## config.mk

```make
export PLATFORM = sky130hd
export DESIGN_NAME = ulpi_reg_sequencer
export DESIGN_NICKNAME = d
export VERILOG_FILES = /design/src/rtl/ulpi_reg_sequencer.sv
export SDC_FILE = /design/constraint.sdc
export NUM_CORES = 1
export LEC_CHECK = 0
export BUFFER_PORTS_ARGS = -buffer_cell sky130_fd_sc_hd__buf_2
export CORE_MARGIN = 2
export CORE_UTILIZATION = 30
export CTS_CLUSTER_SIZE = 16
export DETAILED_ROUTE_END_ITERATION = 10
export GPL_TIMING_DRIVEN = 0
export PLACE_DENSITY = 0.51
export SETUP_SLACK_MARGIN = 0.05
export SLEW_MARGIN = 20
export SYNTH_ARGS = -nofsm -noshare
export SYNTH_HDL_FRONTEND = slang
export SYNTH_SLANG_ARGS = --single-unit
```

## constraint.sdc

```tcl
create_clock -name clk -period 3.2 [get_ports clk]
set_input_delay 0.64 -clock clk [delete_from_list [all_inputs] [get_ports clk]]
set_output_delay 0.64 -clock clk [all_outputs]
set_load 0.02 [all_outputs]
```

## src/rtl/ulpi_reg_sequencer.sv

```systemverilog
// ULPI register-access sequencer: round-robin arbitration between requesters, then
// command/data strobes to the link, write completion or read-data capture with timeout.
module ulpi_reg_sequencer #(
    parameter int NREQ    = 2,
    parameter int TIMEOUT = 255
) (
    input  logic                 clk,
    input  logic                 reset,
    input  logic [NREQ-1:0]      req,
    input  logic [NREQ-1:0]      req_we,
    input  logic [6*NREQ-1:0]    req_addr,
    input  logic [8*NREQ-1:0]    req_wdata,
    output logic [NREQ-1:0]      ack,
    output logic [7:0]           rdata,
    output logic                 rd_timeout,
    output logic [7:0]           link_cmd,
    output logic                 link_cmd_strobe,
    input  logic                 link_cmd_busy,
    input  logic [7:0]           link_data,
    input  logic                 link_data_valid
);
    localparam int IW = (NREQ > 2) ? 2 : 1;

    typedef enum logic [2:0] {
        IDLE, CMD, CMD_GAP, WDATA, WR_GAP, WR_WAIT, RD_WAIT
    } state_t;

    state_t        state_reg, state_next;
    logic [IW-1:0] last_grant_reg, grant_idx_reg, pick, cand;
    logic          pick_valid;
    logic          we_reg;
    logic [5:0]    addr_reg;
    logic [7:0]    wdata_reg, wait_cnt_reg, link_cmd_reg, rdata_reg;
    logic          rd_timeout_reg, rd_ack_reg;
    logic          grant, wr_done, rd_done, rd_expire, strobe;
    logic [7:0]    cmd_byte;

    // Round-robin search starting just above the previous winner.
    always_comb begin
        pick_valid = 1'b0;
        pick       = '0;
        cand       = '0;
        for (int i = 1; i <= NREQ; i++) begin
            cand = IW'((int'(last_grant_reg) + i) % NREQ);
            if (!pick_valid && req[cand]) begin
                pick_valid = 1'b1;
                pick       = cand;
            end
        end
    end

    always_comb begin
        state_next = state_reg;
        strobe     = 1'b0;
        cmd_byte   = link_cmd_reg;
        grant      = 1'b0;
        wr_done    = 1'b0;
        rd_done    = 1'b0;
        rd_expire  = 1'b0;
        case (state_reg)
            IDLE: begin
                // A registered read ack occupies the first IDLE cycle; no grant then.
                if (pick_valid && !rd_ack_reg) begin
                    grant      = 1'b1;
                    state_next = CMD;
                end
            end
            CMD: begin
                if (!link_cmd_busy) begin
                    strobe     = 1'b1;
                    cmd_byte   = {1'b1, ~we_reg, addr_reg};
                    state_next = CMD_GAP;
                end
            end
            CMD_GAP: state_next = we_reg ? WDATA : RD_WAIT;
            WDATA: begin
                if (!link_cmd_busy) begin
                    strobe     = 1'b1;
                    cmd_byte   = wdata_reg;
                    state_next = WR_GAP;
                end
            end
            WR_GAP: state_next = WR_WAIT;
            WR_WAIT: begin
                if (!link_cmd_busy) begin
                    wr_done    = 1'b1;
                    state_next = IDLE;
                end
            end
            RD_WAIT: begin
                if (link_data_valid) begin
                    rd_done    = 1'b1;
                    state_next = IDLE;
                end else if (wait_cnt_reg >= 8'(TIMEOUT)) begin
                    rd_expire  = 1'b1;
                    state_next = IDLE;
                end
            end
            default: state_next = IDLE;
        endcase
    end

    always_ff @(posedge clk or posedge reset) begin
        if (reset) begin
            state_reg      <= IDLE;
            last_grant_reg <= IW'(NREQ - 1);
            grant_idx_reg  <= '0;
            we_reg         <= 1'b0;
            addr_reg       <= '0;
            wdata_reg      <= '0;
            wait_cnt_reg   <= '0;
            link_cmd_reg   <= '0;
            rdata_reg      <= '0;
            rd_timeout_reg <= 1'b0;
            rd_ack_reg     <= 1'b0;
        end else begin
            state_reg  <= state_next;
            rd_ack_reg <= rd_done | rd_expire;
            if (strobe)
                link_cmd_reg <= cmd_byte;
            if (grant) begin
                grant_idx_reg  <= pick;
                last_grant_reg <= pick;
                we_reg         <= req_we[pick];
                addr_reg       <= req_addr[6*32'(pick) +: 6];
                wdata_reg      <= req_wdata[8*32'(pick) +: 8];
            end
            if (state_reg == CMD_GAP)
                wait_cnt_reg <= '0;
            else if (state_reg == RD_WAIT && !link_data_valid)
                wait_cnt_reg <= wait_cnt_reg + 8'd1;
            if (rd_done) begin
                rdata_reg      <= link_data;
                rd_timeout_reg <= 1'b0;
            end else if (rd_expire) begin
                rdata_reg      <= 8'h00;
                rd_timeout_reg <= 1'b1;
            end
        end
    end

    // Write acks are issued in WR_WAIT itself; read acks follow the captured data.
    generate
        for (genvar gi = 0; gi < NREQ; gi++) begin : g_ack
            assign ack[gi] = (wr_done | rd_ack_reg) && (grant_idx_reg == IW'(gi));
        end
    endgenerate

    assign link_cmd_strobe = strobe;
    assign link_cmd        = cmd_byte;
    assign rdata           = rdata_reg;
    assign rd_timeout      = rd_timeout_reg;

endmodule

```

==> results of run 1 <==
-- cell type report --
type | instances | area, µm² | area share [%]
clock inverter | 2 | 13.8 | 0.460
inverter | 7 | 26.3 | 0.878
buffer | 12 | 85.1 | 2.84
sequential | 46 | 1150 | 38.5
timing repair buffer | 64 | 335 | 11.2
multi-input combinational | 145 | 1180 | 39.4
clock buffer | 6 | 72.6 | 2.42
tap | 102 | 128 | 4.26
-- cells by family after synthesis --
family | count (synthesis)
AO/OA/AOI/OAI | 53
XOR/XNOR | 2
adder cells (fa/ha/maj) | 1
buffers and inverters | 19
flip-flops | 46
multiplexers | 41
AND/OR/NAND/NOR | 48
-- layer usage --
| metal | routed length, µm | up-vias |
|---|---|---|
| li1 | - | 906 |
| met1 | 2800 | 905 |
| met2 | 2540 | 38 |
| met3 | 181 | 5 |
| met4 | 74 | 0 |
| met5 | 0 | - |
-- worst paths after layout --
path / endpoint / startpoint / cells past startpoint
max: link_cmd[5] / state_reg[2] / 6
min: state_reg[2] / reset / 2
max reg2reg: rdata[0] / wait_cnt_reg[0] / 5
min reg2reg: addr_reg[3] / addr_reg[3] / 1
max in group asynchronous: last_grant_reg / reset / 3
min in group clk: addr_reg[3] / addr_reg[3] / 1
-- cell usage after synthesis (2+ instances only) --
cell and number:
a21oi_1 12, nand2b_1 9, a22o_1 2, o21ai_1 2, inv_1 7, nand3_1 6, nand2_1 5, a211oi_1 3
buf_2 5, nor2b_1 3, mux2_4 9, nor2_1 9, mux2_2 22, buf_4 4, o211ai_1 2, dfrtp_1 45
or4_1 3, o21ai_0 13, mux2i_1 9, xnor2_1 2, a22oi_1 8, a31oi_1 3
-- report_power, final --
part | leakage [µW] | total [µW] | internal [µW] | switching (µW)
clock | 0.0000452 | 361 | 155 | 206
combinational | 0.000749 | 1100 | 546 | 553
sequential | 0.000530 | 949 | 805 | 144
-- per-stage QoR --
stage | utilization, % | cells | setup slack [ns] | power, µW
floorplan | - | 210 | 1.08 | 1780
detailed placement | 37.2 | 376 | 0.858 | 2070
CTS | 38.3 | 384 | 0.602 | 2440
finish | 38.3 | 384 | 0.621 | 2410
global route | 38.3 | 384 | 0.468 | 2600
global placement | 37.0 | 375 | 0.707 | 2060
==> out/metrics.yaml, run 1 <==
sta:
  hold_viol_final: 0
  rsz0062_at_grt: "no"
  relSlewSlack_pct: 67.6
  fin_skew_ns: 0.0141
  finalSetupTns_ns: 0
  fin_hold_ws_ns: 0.349
  tightest_slew_ns: 0.486
  fin_crit_ns: 2.58
  fmax_mhz: 388
  fin_crit_sh_pct: 80.6
  drv_slew: 0
  setup_viol: 0
route:
  viasPerCell: 4.83
  vias: 1854
  totalWireLength_um: 5590
  drt-pass1-iter-count: 4
  ant_nets: 0
  drt-initial-drc-count: 77
  drt_drc_violations_left: 0
  wl_per_cell_um: 14.6
clock_tree:
  cts_buffer_depth: 2
  cts_tree: "yes"
  cts-hold-fix-buffers: 0
  cts_resized: 0
  ctsRootBufferMaster: "clkbuf_8"
  htree_num_levels: 2
  postCtsSetupBuffers: 0
  clk_pin_slew_ns: 0.09
  cts_made_buffers: 5
  cts_num_sinks: 46
  insertion_delay_ns: 0.30
yosys:
  synth_edf_count: 0
  synth-seq-cells: 46
  ys_seq_area_share_pct: 47.1
  synth_fa_ha_area_share_pct: 0.512
  synth_top_family_by_area: "multiplexers"
  syn_inst: 210
  synth_simple_gate_area_share_pct: 13.2
  synth_top_area_share_pct: 46.1
  syn_area_um2: 2440
  synth_xor_xnor_area_share_pct: 0.716
  synth_ff_type: "dfrtp_1"
  syn_avg_cell_area_um2: 11.6
  synth_warnings: 0
  muxShareOfSynthArea_pct: 19.8
  netlist-cell-type-count: 49
  async_flop_share_pct: 100
  synth-compound-area-share_pct: 14.1
  syn_nets: 255
  synth_area_leaders: "dfrtp_1 46%, mux2_2 10%, mux2_4 5.5%, mux2i_1 3.7%, o21ai_0 2.7%"
  post-synth-top-area-cell: "dfrtp_1"
global_route:
  grt_use_met3_pct: 2.57
  met2_usage_pct: 21.1
  track_usage_pct: 13.6
  antenna_found_initial: 0
  grt_pass1_wl_um: 9400
  use_met1_pct: 19.2
  grt_max_degree: 27
  grt_pass1_vias: 1870
  overflow: 0
  top_usage_layer: "met2"
job:
  drv_cap: 0
setup_path:
  crit_arrival_ns: 1.94
  path_class: "flop to output pin"
  cp-start-kind: "flop"
  slowest_stage: "dfrtp_1"
  required_ns: 2.56
  path_cells: "buf_4 > nor3b_4 > buf_4 > nor2_1 > a21oi_1 > buf_2"
  crit_buf_inv: 3
  cp-end-kind: "output pin"
  cp_top_family: "buffers and inverters"
  cp_common_cell: "buf_4"
  cpPeakStageDelay_ns: 0.47
  cp_max_fo: 10
  rrSetupSlack_ns: 1.41
floorplanning:
  die_x_um: 94.3
  coreArea_um2: 7810
  die_area_um2: 8890
  pin_count: 64
  core.rowCount: 32
  dieHeight_um: 94.3
  initial_utilization_pct: 31.3
placed_design:
  dp_hpwl_um: 3900
  place_area_um2: 2910
  gp_congestion: 0.769
  numPortBuffers: 63
cells_and_area:
  mostFrequentLayoutCell: "buf_2"
  drive_gt1_share_pct: 42.9
  fillers: 823
  final_cell_mix: "68 x buf_2, 45 x dfrtp_1, 22 x mux2_2"
  final_nets: 326
  syn2layout_area_growth_pct: 22.5
  diodes: 0
  final_area_um2: 2990
pwr:
  power_density_nw_per_um2: 804
  ir_drop_mv: 0.262
  power_leakage_uw: 0.00132
worst_hold_path:
  hold_path_class: "primary input to async pin"
outcome:
  status: "complete, no violations"
Power figures use the tool's default switching activity.
==> inputs of run 2 (changes only) <==
Clock period 3.2 ns to 2.66 ns, I/O delays scaled along.
==> run 2 against run 1 <==
  * Flip-flop and latch count unchanged
  * Critical endpoint unchanged
  * Register-to-register slack lost 0.54 ns
  * First-iteration DRC count shrank 5.2%
  * Sequential power up 20%
  * Clock power up 20%
  * Clock-buffer cell count is the same
  * Total power up 20%
  * Sequential share of layout area is the same
  * Core utilization stayed put
  * Critical path depth is the same
  * Non-clock buffer count unchanged
  * Routed wire length up 0.18%
==> out/metrics.yaml, run 2 (same netlist as run 1, synthesis figures left out) <==
sta:
  tightest_slew_ns: 0.485  # -0.000534 ns
  finalSetupTns_ns: 0  # unchanged
  fmax_mhz: 407
  setup_viol: 0  # unchanged
  fin_ws_ns: 0.204  # -0.417 ns
  fin_skew_ns: 0.0143  # +0.000188 ns
  rsz0062_at_grt: "no"
  fin_crit_ns: 2.46
  fin_crit_sh_pct: 92.3
  drv_slew: 0  # unchanged
  relSlewSlack_pct: 67.6  # about the same
  hold_viol_final: 0  # unchanged
setup_path:
  cp_common_cell: "buf_4"
  timing.rr.end: "rdata[0]"
  cpPeakStageDelay_ns: 0.47  # about the same
  crit_buf_inv: 3  # unchanged
  path_class: "flop to output pin"
  cp_top_family: "buffers and inverters"
  cp_max_fo: 10  # unchanged
  required_ns: 2.13  # -0.43 ns
  r2r-start: "wait_cnt_reg[0]"
  rrSetupSlack_ns: 0.87  # -0.54 ns
  reg2reg_depth: 5  # unchanged
  path_cells: "buf_4 > nor3b_4 > buf_4 > nor2_1 > a21oi_1 > buf_2"
  crit_arrival_ns: 1.92  # -0.02 ns
  slowest_stage: "dfrtp_1"
  cp-end-kind: "output pin"
  cp-start-kind: "flop"
clock_tree:
  cts_num_sinks: 46  # unchanged
  cts_buffer_depth: 2  # unchanged
  ctsRootBufferMaster: "clkbuf_8"
  clk_pin_slew_ns: 0.09  # about the same
  cts_tree: "yes"
  cts_resized: 0  # unchanged
  cts_made_buffers: 5  # unchanged
  postCtsSetupBuffers: 0  # unchanged
  insertion_delay_ns: 0.30  # about the same
  cts-hold-fix-buffers: 0  # unchanged
  htree_num_levels: 2  # unchanged
placed_design:
  dp_hpwl_um: 3900  # unchanged
  numPortBuffers: 63  # unchanged
  place_ws_ns: 0.524  # -0.334 ns
  gp_congestion: 0.769  # unchanged
cells_and_area:
  syn2layout_area_growth_pct: 22.5  # unchanged
  mostFrequentLayoutCell: "buf_2"
  drive_gt1_share_pct: 42.9  # unchanged
  diodes: 0  # unchanged
  final_cell_mix: "68 x buf_2, 45 x dfrtp_1, 22 x mux2_2"
  final_nets: 326  # unchanged
floorplanning:
  pin_count: 64  # unchanged
  die_area_um2: 8890  # unchanged
  die_x_um: 94.3  # unchanged
  initial_utilization_pct: 31.3  # unchanged
  dieHeight_um: 94.3  # unchanged
  core.rowCount: 32  # unchanged
  coreArea_um2: 7810  # unchanged
job:
  drv_cap: 0  # unchanged
worst_hold_path:
  hold_path_class: "primary input to async pin"
route:
  wl_per_cell_um: 14.6  # +0.18%
  vias: 1843  # -0.59%
  ant_nets: 0  # unchanged
  totalWireLength_um: 5600  # +0.18%
  drt-pass1-iter-count: 4  # unchanged
  viasPerCell: 4.80  # -0.59%
  drt-initial-drc-count: 73  # -5.2%
  drt_drc_violations_left: 0  # unchanged
pwr:
  seqPwrFrac_pct: 39.4  # about the same
  power_leakage_uw: 0.00132  # about the same
  power_density_nw_per_um2: 968  # +20%
  sw_frac_of_total_pct: 37.5  # about the same
  comb_power_share_pct: 45.6  # about the same
  p_clk_share_pct: 15.0  # about the same
  p_sw_uw: 1090  # +20%
  intPower_uw: 1810  # +20%
  ir_drop_mv: 0.316  # +20%
global_route:
  overflow: 0  # unchanged
  grt_max_degree: 27  # unchanged
  antenna_found_initial: 0  # unchanged
  grt_pass1_vias: 1870  # unchanged
  track_usage_pct: 13.6  # unchanged
  grt_pass1_wl_um: 9400  # unchanged
outcome:
  status: "complete, no violations"
-- run 2: cell counts in the layout (fill, tap and decap cells not counted) --
Identical to the previous run, type by type.
-- run 2: routing by layer --
metal	share of wire (%)	vias to the layer above	track usage, %
met3	3.2	5	2.57
met4	1.3	0	3.99
li1	-	906	-
met2	45	36	21.1
met5	0	-	0
met1	50	896	19.2
-- run 2: how the worst max path moves through the flow --
stage / startpoint / end / slack (ns) / depth (start not counted)
2_1_floorplan: state_reg[2] / link_cmd[0] / 0.66 / 5
3_3_place_gp: reset / wdata_reg[3] / 0.27 / 2
6_report: state_reg[2] / link_cmd[5] / 0.20 / 6
3_5_place_dp: state_reg[2] / link_cmd[5] / 0.52 / 6
5_1_grt: state_reg[2] / link_cmd[5] / 0.05 / 6
4_1_cts: state_reg[2] / link_cmd[5] / 0.17 / 6
-- run 2: per-stage QoR --
step | utilization, % | instances | power (µW) | hold slack [ns] | area [µm²]
after floorplan | - | 210 | 2140 | 0.477 | 2440
after CTS | 38.3 | 384 | 2940 | 0.264 | 2990
after detailed placement | 37.2 | 376 | 2490 | 0.493 | 2910
after global routing | 38.3 | 384 | 3120 | 0.290 | 2990
after global placement | 37.0 | 375 | 2480 | 0.486 | 2890
final | 38.3 | 384 | 2900 | 0.241 | 2990
-- run 2: power groups by stage --
stage | clock, µW | sequential [µW] | combinational [µW]
6_report | 435 | 1140 | 1320
2_1_floorplan | 0 | 1140 | 1000
3_3_place_gp | 0 | 1150 | 1320
3_5_place_dp | 0 | 1150 | 1340
5_1_grt | 476 | 1180 | 1460
4_1_cts | 450 | 1140 | 1340
-- run 2: area by class of cell --
type / count / area [µm²]
flip-flops and latches: 46 / 1150
well taps: 102 / 128
fillers: 823 / 4810
plain buffers: 12 / 85.1
clock buffers: 6 / 72.6
multi-input cells: 145 / 1180
clock inverters: 2 / 13.8
inverters: 7 / 26.3
repair buffers: 64 / 335
==> inputs of run 3 (changes only) <==
Settings changed: ABC_AREA set to 1, PLACE_DENSITY 0.51 to 0.52.
Clock period 2.66 ns to 3 ns, I/O delays scaled along.
==> run 3 against run 2 <==
  * Routed wire length increased by 3.9%
  * Critical path type unchanged
  * Sequential share of layout area increased by 1.6 points
  * Cell area decreased by 4.1%
  * Largest power group unchanged
==> out/metrics.yaml, run 3 <==
outcome:
  status: "complete, no violations"
sta:
  finalSetupTns_ns: 0  # unchanged
  fmax_mhz: 391
  rsz0062_at_grt: "no"
  relSlewSlack_pct: 62.9  # -4.7 points
  tightest_slew_ns: 0.556  # +0.0701 ns
  hold_viol_final: 0  # unchanged
  fin_skew_ns: 0.00777  # -0.00654 ns
  fin_ws_ns: 0.443  # +0.240 ns
  fin_crit_sh_pct: 85.2
  fin_crit_ns: 2.56
  drv_slew: 0  # unchanged
  fin_hold_ws_ns: 0.338  # +0.0975 ns
  setup_viol: 0  # unchanged
clock_tree:
  cts_made_buffers: 5  # unchanged
  cts-hold-fix-buffers: 0  # unchanged
  clk_pin_slew_ns: 0.09  # about the same
  cts_num_sinks: 46  # unchanged
  htree_num_levels: 2  # unchanged
  insertion_delay_ns: 0.31  # about the same
  postCtsSetupBuffers: 0  # unchanged
  ctsRootBufferMaster: "clkbuf_8"
  cts_resized: 0  # unchanged
  cts_tree: "yes"
  cts_buffer_depth: 2  # unchanged
cells_and_area:
  drive_gt1_share_pct: 23.5  # -19 points
  multi_input_area_um2: 1020  # -14%
  final_core_utilization_pct: 39.0  # +0.61 points
  diodes: 0  # unchanged
  syn2layout_area_growth_pct: 24.4
  final_nets: 414  # +27%
  final_cell_mix: "98 x nand2_1, 63 x buf_2, 45 x dfrtp_1"
  fillers: 816  # -0.85%
  stdcell_count: 469  # +22%
  mostFrequentLayoutCell: "nand2_1"
  seq_area_um2: 1150  # unchanged
yosys:
  synth_edf_count: 0  # unchanged
  syn_area_um2: 2310  # -5.6%
  async_flop_share_pct: 100  # unchanged
  syn_avg_cell_area_um2: 7.72  # -34%
  syn_inst: 299  # +42%
  netlist-cell-type-count: 26  # -47%
  ys_seq_area_share_pct: 49.9  # +2.8 points
  synth_top_area_share_pct: 48.8  # +2.7 points
  syn_nets: 344  # +35%
  synth_most_common_cell: "nand2_1"
  synth_warnings: 0  # unchanged
  synthTopCellsByCount: "98 x nand2_1, 45 x dfrtp_1, 32 x nor2_1, 26 x nand3_1, 26 x o21ai_0"
  synth_area_leaders: "dfrtp_1 49%, nand2_1 16%, nand3_1 5.6%, o21ai_0 5.6%, nor2_1 5.2%"
  synth-seq-cells: 46  # unchanged
  synth_ff_type: "dfrtp_1"
  post-synth-top-area-cell: "dfrtp_1"
pwr:
  power_density_nw_per_um2: 926  # -4.4%
  ir_drop_mv: 0.293  # -7.2%
  power_leakage_uw: 0.00149  # +12%
placed_design:
  place_ws_ns: 0.776  # +0.252 ns
  dp.cells: 461  # +23%
  numPortBuffers: 62  # -1.6%
  dp_hpwl_um: 4330  # +11%
  gp_congestion: 0.812  # +5.5%
setup_path:
  rrSetupSlack_ns: 1.40  # +0.53 ns
  cp-end-kind: "output pin"
  crit_arrival_ns: 1.96  # +0.04 ns
  reg2reg_depth: 6  # +1
  required_ns: 2.40  # +0.27 ns
  cp_max_fo: 7  # -3
  r2r-start: "last_grant_reg"
  timing.rr.end: "addr_reg[1]"
  path_class: "flop to output pin"
  cp-start-kind: "flop"
route:
  drt_drc_violations_left: 0  # unchanged
  drt-initial-drc-count: 109  # +49%
  totalWireLength_um: 5820  # +3.9%
  drt-pass1-iter-count: 4  # unchanged
  vias: 2176  # +18%
  ant_nets: 0  # unchanged
  viasPerCell: 4.64  # -3.3%
  wl_per_cell_um: 12.4  # -15%
floorplanning:
  initial_utilization_pct: 31.3  # about the same
  core.rowCount: 31  # -3.1%
  pin_count: 64  # unchanged
  coreArea_um2: 7370  # -5.6%
  dieHeight_um: 91.7  # -2.7%
  die_x_um: 91.7  # -2.7%
  die_area_um2: 8410  # -5.3%
worst_hold_path:
  hold_path_class: "primary input to async pin"
global_route:
  grt_pass1_vias: 2153  # +15%
  track_usage_pct: 14.9  # +1.3 points
  overflow: 0  # unchanged
  antenna_found_initial: 0  # unchanged
  grt_max_degree: 25  # -7.4%
  grt_pass1_wl_um: 10100  # +7.6%
job:
  drv_cap: 0  # unchanged
==> run 3: changes by cell type after synthesis, moves of 11 or more <==
cell,delta
o21ai_0,+13
inv_1,+12
o21a_1,+11
nand3_1,+20
mux2_2,-22
nand2_1,+93
nor2_1,+23
==> run 3: worst max path at each step <==
stage	endpoint	slack, ns	depth (start not counted)	start
3_3_place_gp	addr_reg[0]	0.57	2	reset
2_1_floorplan	link_cmd[0]	1.13	6	state_reg[2]
4_1_cts	link_cmd[1]	0.42	7	state_reg[2]
3_5_place_dp	link_cmd[1]	0.78	7	state_reg[2]
6_report	link_cmd[2]	0.44	8	state_reg[2]
5_1_grt	link_cmd[2]	0.24	8	state_reg[2]
==> run 3: report_power, final <==
part | total (µW) | leakage [µW] | switching [µW] | internal, µW
Clock | 467 | 0.0000579 | 222 | 246
Sequential | 1050 | 0.000574 | 175 | 875
Combinational | 1140 | 0.000854 | 708 | 432
==> run 3: layout make-up <==
cell class	count	area share (%)
clock inverters	3	1.39
clock buffers	5	2.40
plain buffers	8	1.92
inverters	22	2.88
flip-flops and latches	46	40.1
repair buffers	63	11.5
well taps	99	4.31
multi-input cells	223	35.5
==> run 3: through the flow <==
stage / total power, µW / instance area (µm²)
6_report: 2660 / 2870
5_1_grt: 2900 / 2870
4_1_cts: 2690 / 2870
3_5_place_dp: 2220 / 2760
3_3_place_gp: 2200 / 2740
2_1_floorplan: 1860 / 2310
==> run 3: layer usage <==
metal	up-vias	wire length, µm	GRT usage (%)	share of wire, %
met4	0	54	4.23	0.93
met2	36	2680	22.9	46
li1	1107	-	-	-
met5	-	0	0	0
met1	1028	2900	21.5	50
met3	5	180	2.88	3.1
==> run 3: cells by family after synthesis <==
kind of cell             after synthesis  synth area share [%]
AND/OR/NAND/NOR                      165                  29.6
AO/OA/AOI/OAI                         57                  14.0
flip-flops                            46                  49.9
buffers and inverters                 30                  5.96
adder cells (fa/ha/maj)                1                 0.542
==> run 3: critical path, stage by stage (launching register included) <==
cell     delay, ns
dfrtp_1       0.45
inv_2         0.14
nand2_1       0.11
nor2_1        0.42
nand2_1       0.10
nand2_1       0.08
nand2_1       0.11
nand2_1       0.08
buf_2         0.16
